### src/rtl/nibble_abs_accum_pkg.sv
// Shared widths, FSM state type and the nibble sign-extension helper for nibble_abs_accum.
package nibble_abs_accum_pkg;

  localparam int NIB_W = 4;
  localparam int EXT_W = 8;

  typedef enum logic [1:0] {
    IDLE  = 2'd0,
    ACCUM = 2'd1,
    HOLD  = 2'd2
  } state_e;

  function automatic logic [EXT_W-1:0] sext_nib(input logic [NIB_W-1:0] a);
    return EXT_W'(signed'(a));
  endfunction

endpackage

### src/rtl/nibble_abs.sv
// Combinational sign-extension and magnitude of one two's-complement nibble.
module nibble_abs
  import nibble_abs_accum_pkg::*;
(
  input  logic [NIB_W-1:0] d,
  output logic [EXT_W-1:0] sext,
  output logic [EXT_W-1:0] mag
);

  logic signed [EXT_W-1:0] w_sext_s;

  assign w_sext_s = EXT_W'(signed'(d));
  assign sext     = sext_nib(d);
  // Negating at EXT_W keeps the most negative nibble positive (4'h8 -> 8).
  assign mag      = d[NIB_W-1] ? EXT_W'(-w_sext_s) : EXT_W'(d);

endmodule

### src/rtl/nibble_abs_accum.sv
// Per-frame saturating sum of nibble magnitudes plus optional signed sum, one result per frame.
// Optional signed-sum accumulator: define NIBBLE_ABS_ACCUM_SSUM_EN; otherwise out_ssum reads zero.
module nibble_abs_accum
  import nibble_abs_accum_pkg::*;
#(
  parameter  int ACC_W     = 16,
  parameter  int FRAME_LEN = 8,
  localparam int CNT_W     = $clog2(FRAME_LEN + 1)
) (
  input  logic             clk,
  input  logic             rst_n,
  input  logic             in_valid,
  output logic             in_ready,
  input  logic [NIB_W-1:0] in_data,
  input  logic             in_last,
  output logic             out_valid,
  input  logic             out_ready,
  output logic [ACC_W-1:0] out_mag,
  output logic [ACC_W-1:0] out_ssum,
  output logic [CNT_W-1:0] out_count,
  output logic             out_ovf,
  output state_e           dbg_state
);

  // Handshakes: a beat/result transfers on a rising edge where valid and ready are both high;
  // valid never depends on ready, and ready here depends only on the registered state.

  localparam int SUM_W = ((ACC_W > EXT_W) ? ACC_W : EXT_W) + 1;

  state_e           r_state;
  state_e           w_state_nx;
  logic [CNT_W-1:0] r_count;
  logic [ACC_W-1:0] r_mag;
  logic             r_ovf;
  logic [EXT_W-1:0] w_sext;
  logic [EXT_W-1:0] w_mag;
  logic             w_accept;
  logic             w_clear;
  logic             w_close;
  logic [CNT_W-1:0] w_count_inc;
  logic [SUM_W-1:0] w_sum;
  logic             w_sat;

  nibble_abs u_abs (
    .d    (in_data),
    .sext (w_sext),
    .mag  (w_mag)
  );

  assign w_count_inc = r_count + CNT_W'(1);
  assign w_close     = in_last | (w_count_inc == CNT_W'(FRAME_LEN));
  assign w_sum       = SUM_W'(r_mag) + SUM_W'(w_mag);
  assign w_sat       = (w_sum > SUM_W'({ACC_W{1'b1}}));

  always_comb begin
    w_state_nx = r_state;
    in_ready   = 1'b0;
    out_valid  = 1'b0;
    w_accept   = 1'b0;
    w_clear    = 1'b0;
    case (r_state)
      IDLE, ACCUM: begin
        in_ready = 1'b1;
        w_accept = in_valid;
        if (in_valid) w_state_nx = w_close ? HOLD : ACCUM;
      end
      HOLD: begin
        out_valid = 1'b1;
        if (out_ready) begin
          w_state_nx = IDLE;
          w_clear    = 1'b1;
        end
      end
      default: w_state_nx = IDLE;
    endcase
  end

  always_ff @(posedge clk or negedge rst_n) begin
    if (!rst_n) begin
      r_state <= IDLE;
      r_count <= '0;
      r_mag   <= '0;
      r_ovf   <= 1'b0;
    end else begin
      r_state <= w_state_nx;
      if (w_clear) begin
        r_count <= '0;
        r_mag   <= '0;
        r_ovf   <= 1'b0;
      end else if (w_accept) begin
        r_count <= w_count_inc;
        r_mag   <= w_sat ? '1 : w_sum[ACC_W-1:0];
        if (w_sat) r_ovf <= 1'b1;
      end
    end
  end

`ifdef NIBBLE_ABS_ACCUM_SSUM_EN
  logic [ACC_W-1:0] r_ssum;

  always_ff @(posedge clk or negedge rst_n) begin
    if (!rst_n) begin
      r_ssum <= '0;
    end else if (w_clear) begin
      r_ssum <= '0;
    end else if (w_accept) begin
      r_ssum <= r_ssum + ACC_W'(signed'(w_sext));
    end
  end

  assign out_ssum = r_ssum;
`else
  logic w_sext_unused;

  assign w_sext_unused = ^w_sext;
  assign out_ssum      = '0;
`endif

  assign out_mag   = r_mag;
  assign out_count = r_count;
  assign out_ovf   = r_ovf;
  assign dbg_state = r_state;

endmodule
### config.mk
export PLATFORM = sky130hd
export DESIGN_NAME = nibble_abs_accum
export DESIGN_NICKNAME = d
export VERILOG_FILES = /design/src/rtl/nibble_abs_accum_pkg.sv /design/src/rtl/nibble_abs.sv /design/src/rtl/nibble_abs_accum.sv
export SDC_FILE = /design/constraint.sdc
export NUM_CORES = 1
export LEC_CHECK = 0
export BUFFER_PORTS_ARGS = -buffer_cell sky130_fd_sc_hd__buf_2
export CELL_PAD_IN_SITES_DETAIL_PLACEMENT = 1
export CELL_PAD_IN_SITES_GLOBAL_PLACEMENT = 2
export CORE_AREA = 10 10 84 86
export CTS_CLUSTER_SIZE = 12
export DETAILED_ROUTE_END_ITERATION = 10
export DIE_AREA = 0 0 94 96
export MAX_ROUTING_LAYER = met4
export PLACE_DENSITY = 0.81
export SETUP_SLACK_MARGIN = 0.4
export SLEW_MARGIN = 10
export SYNTH_ARGS = -nofsm -noshare
export SYNTH_HDL_FRONTEND = slang
export SYNTH_SLANG_ARGS = --single-unit
### constraint.sdc
create_clock -name clk -period 5.18 [get_ports clk]
set_clock_uncertainty 0.05 [all_clocks]
set_input_delay 0.518 -clock clk [delete_from_list [all_inputs] [get_ports clk]]
set_output_delay 0.518 -clock clk [all_outputs]
set_load 0.02 [all_outputs]
==> out/metrics.yaml <==
status: "finished clean"
nNetsFinal: 242
wl_met2_um: 2342
drive_gt1_share_pct: 23.53
clockBufferDepth: 2
cts_setup_buffers: 0
grt_pass1_wl_um: 7824
clock_latency_ns: 0.26
routed.top_layer: "met4"
rsz0062_at_grt: "no"
cts-root-buf: "clkbuf_8"
finalCritPeriodShare_pct: 55.03
setup_viol: 0
dp_hpwl_um: 3677
cts_buffers: 3
slew_headroom_pct: 51.84
synthesis.area_um2: 1713
area_growth_pct: 13.29
cts_tree: "yes"
critPathLaunch: "in_data[0]"
core.rowCount: 27
fmax_mhz: 350.8
cp.arrival_ns: 2.91
antenna_found_initial: 0
p_leak_uw: 0.0009388
diodes: 0
syn_area_per_cell_um2: 9.259
worst-setup-path-type: "input port to flop"
die_x_um: 94
drt-wirelength-per-cell_um: 15.81
finalNonFillerCells: 293
synth_top_area_share_pct: 33.60
r2r-start: "out_mag[0]"
fin_ws_ns: 2.330
grt_pass1_vias: 1559
cp_max_fo: 14
synthCells: 185
cts.htree.levels: 1
wl_met1_um: 2089
worstSetupEndpoint: "out_mag[15]"
ys_ff_latch: 23
ioPinCount: 50
cts_hold_buf: 0
max_cap_viol_count: 0
placed_cells: 289
grt_usage_pct: 10.84
yosysUniqueCellTypes: 46
min_path_type: "input port to async pin"
chipHeight_um: 96
port_buffers: 33
rr_endpoint: "out_mag[15]"
fin_setup_tns_ns: 0
synth_area_leaders: "dfrtp_1, buf_4, ha_1"
drtAntennaViolNets: 0
vdd_ir_drop_max_mv: 0.1796
vias_per_cell: 4.925
powerDensity_nw_per_um2: 443.2
worst_pin_slew_ns: 0.7207
synth_area_leader_cell: "dfrtp_1"
synth_flop_cell: "dfrtp_1"
r2r_cells: 7
cts_resized: 0
worst-endpoint-required_ns: 5.24
hold_violations: 0
worstSetupEndpointType: "flop"
remaining_drc_errors: 0
place_congestion: 0.8059
cp-start-kind: "input port"
ys_async_sr_fraction_pct: 100.0
drtIter0Drc: 51
vias: 1443
grt_overflow_total: 0
power.total_uw: 860.2
initial_core_util_pct: 31.69
fin_crit_ns: 2.850
post-place-ws_ns: 2.046
clock-sinks: 23
wl_met3_um: 160
ys_warn_count: 0
ff2ff_setup_slack_ns: 2.67
grt_max_degree: 24
ys_seq_area_share_pct: 33.60
finalWirelength_um: 4633
synth_edf_count: 0
cts.clk_slew.worst_paths_ns: 0.08
drt_first_pass_iters: 4
coreArea_um2: 5405
drv_slew: 0
dieArea_um2: 9024
[flip-flops by register name, indices dropped and copies added (netlist names)]
| register | count |
|---|---|
| out_ovf | 1 |
| out_count | 4 |
| out_mag | 16 |
| dbg_state | 2 |
[area by class of cell]
type                    count  area [um^2]
inverters                   7        26.28
repair buffers             34        172.7
fillers                   665         3465
flip-flops and latches     23        575.6
well taps                  72        90.09
clock buffers               4        45.04
multi-input cells         153         1031
[synth_stat cells, drive strengths merged, types with 2 or more instances]
master and number:
dfrtp 23, nand2 20, buf 19, nand3 14, o211ai 14, a21oi 10
ha 10, nor2 8, inv 7, o21ai 7, a211oi 6, xor2 5
nor2b 4, xnor2 4, a31oi 3, o2111ai 3, or3 3, and2 2
and3 2, clkbuf 2, o21a 2
[critical path: stages]
cell      delay [ns]
buf_2           0.10
inv_1           0.04
ha_1            0.28
nand2_1         0.07
o21ai_0         0.15
fa_1            0.49
a211oi_1        0.40
o21a_4          0.23
a211oi_4        0.08
nand2_2         0.32
o311ai_0        0.23
[metal layers]
| metal | GRT usage, % | vias to the layer above |
|---|---|---|
| met4 | 2.405 | 0 |
| met2 | 18.61 | 31 |
| met5 | - | - |
| met3 | 2.023 | 2 |
| li1 | - | 715 |
| met1 | 12.91 | 695 |
[stage by stage]
stage	hold WS, ns	cell area [um^2]	util [%]
3_5_place_dp	0.4321	1896	35.07
5_1_grt	0.2075	1941	35.90
3_3_place_gp	0.4376	1896	35.07
2_1_floorplan	0.1724	1784	-
4_1_cts	0.1939	1941	35.90
6_report	0.1720	1941	35.90
[kinds of logic (layout without fill, tap and decap cells)]
logic type,Yosys count,count (layout),share of synthesized area [%]
compound gates,52,52,23.89
xor+xnor,9,9,4.602
fa+ha+maj,11,11,8.473
buf+inv,28,45,10.37
flops,23,23,33.60
mux,1,1,0.5844
other cells,1,20,0.2189
simple gates,60,60,18.26
[worst min-delay path by stage]
stage | endpoint | cells past startpoint
5_1_grt | out_mag[10] | 1
4_1_cts | out_mag[6] | 1
6_report | out_mag[6] | 1
3_3_place_gp | dbg_state[0] | 1
3_5_place_dp | out_ovf | 2
2_1_floorplan | dbg_state[0] | 0
[layout by cell type, fill, tap and decap left out, drive strengths merged, types with 3 or more instances in the layout]
master | synthesis | layout
a21oi | 10 | 10
nand3 | 14 | 14
nor2b | 4 | 4
buf | 19 | 34
nor2 | 8 | 8
clkbuf | 2 | 4
o211ai | 14 | 14
nand2 | 20 | 20
xnor2 | 4 | 4
dfrtp | 23 | 23
o2111ai | 3 | 3
o21ai | 7 | 7
ha | 10 | 10
a211oi | 6 | 6
or3 | 3 | 3
a31oi | 3 | 3
xor2 | 5 | 5
inv | 7 | 7
conb | 1 | 20
[report_power, final]
part           switching, uW  internal (uW)
combinational            288            175
sequential              59.3            228
clock                   55.7           54.8
total                    403            458
(Power assumes the default switching activity.)
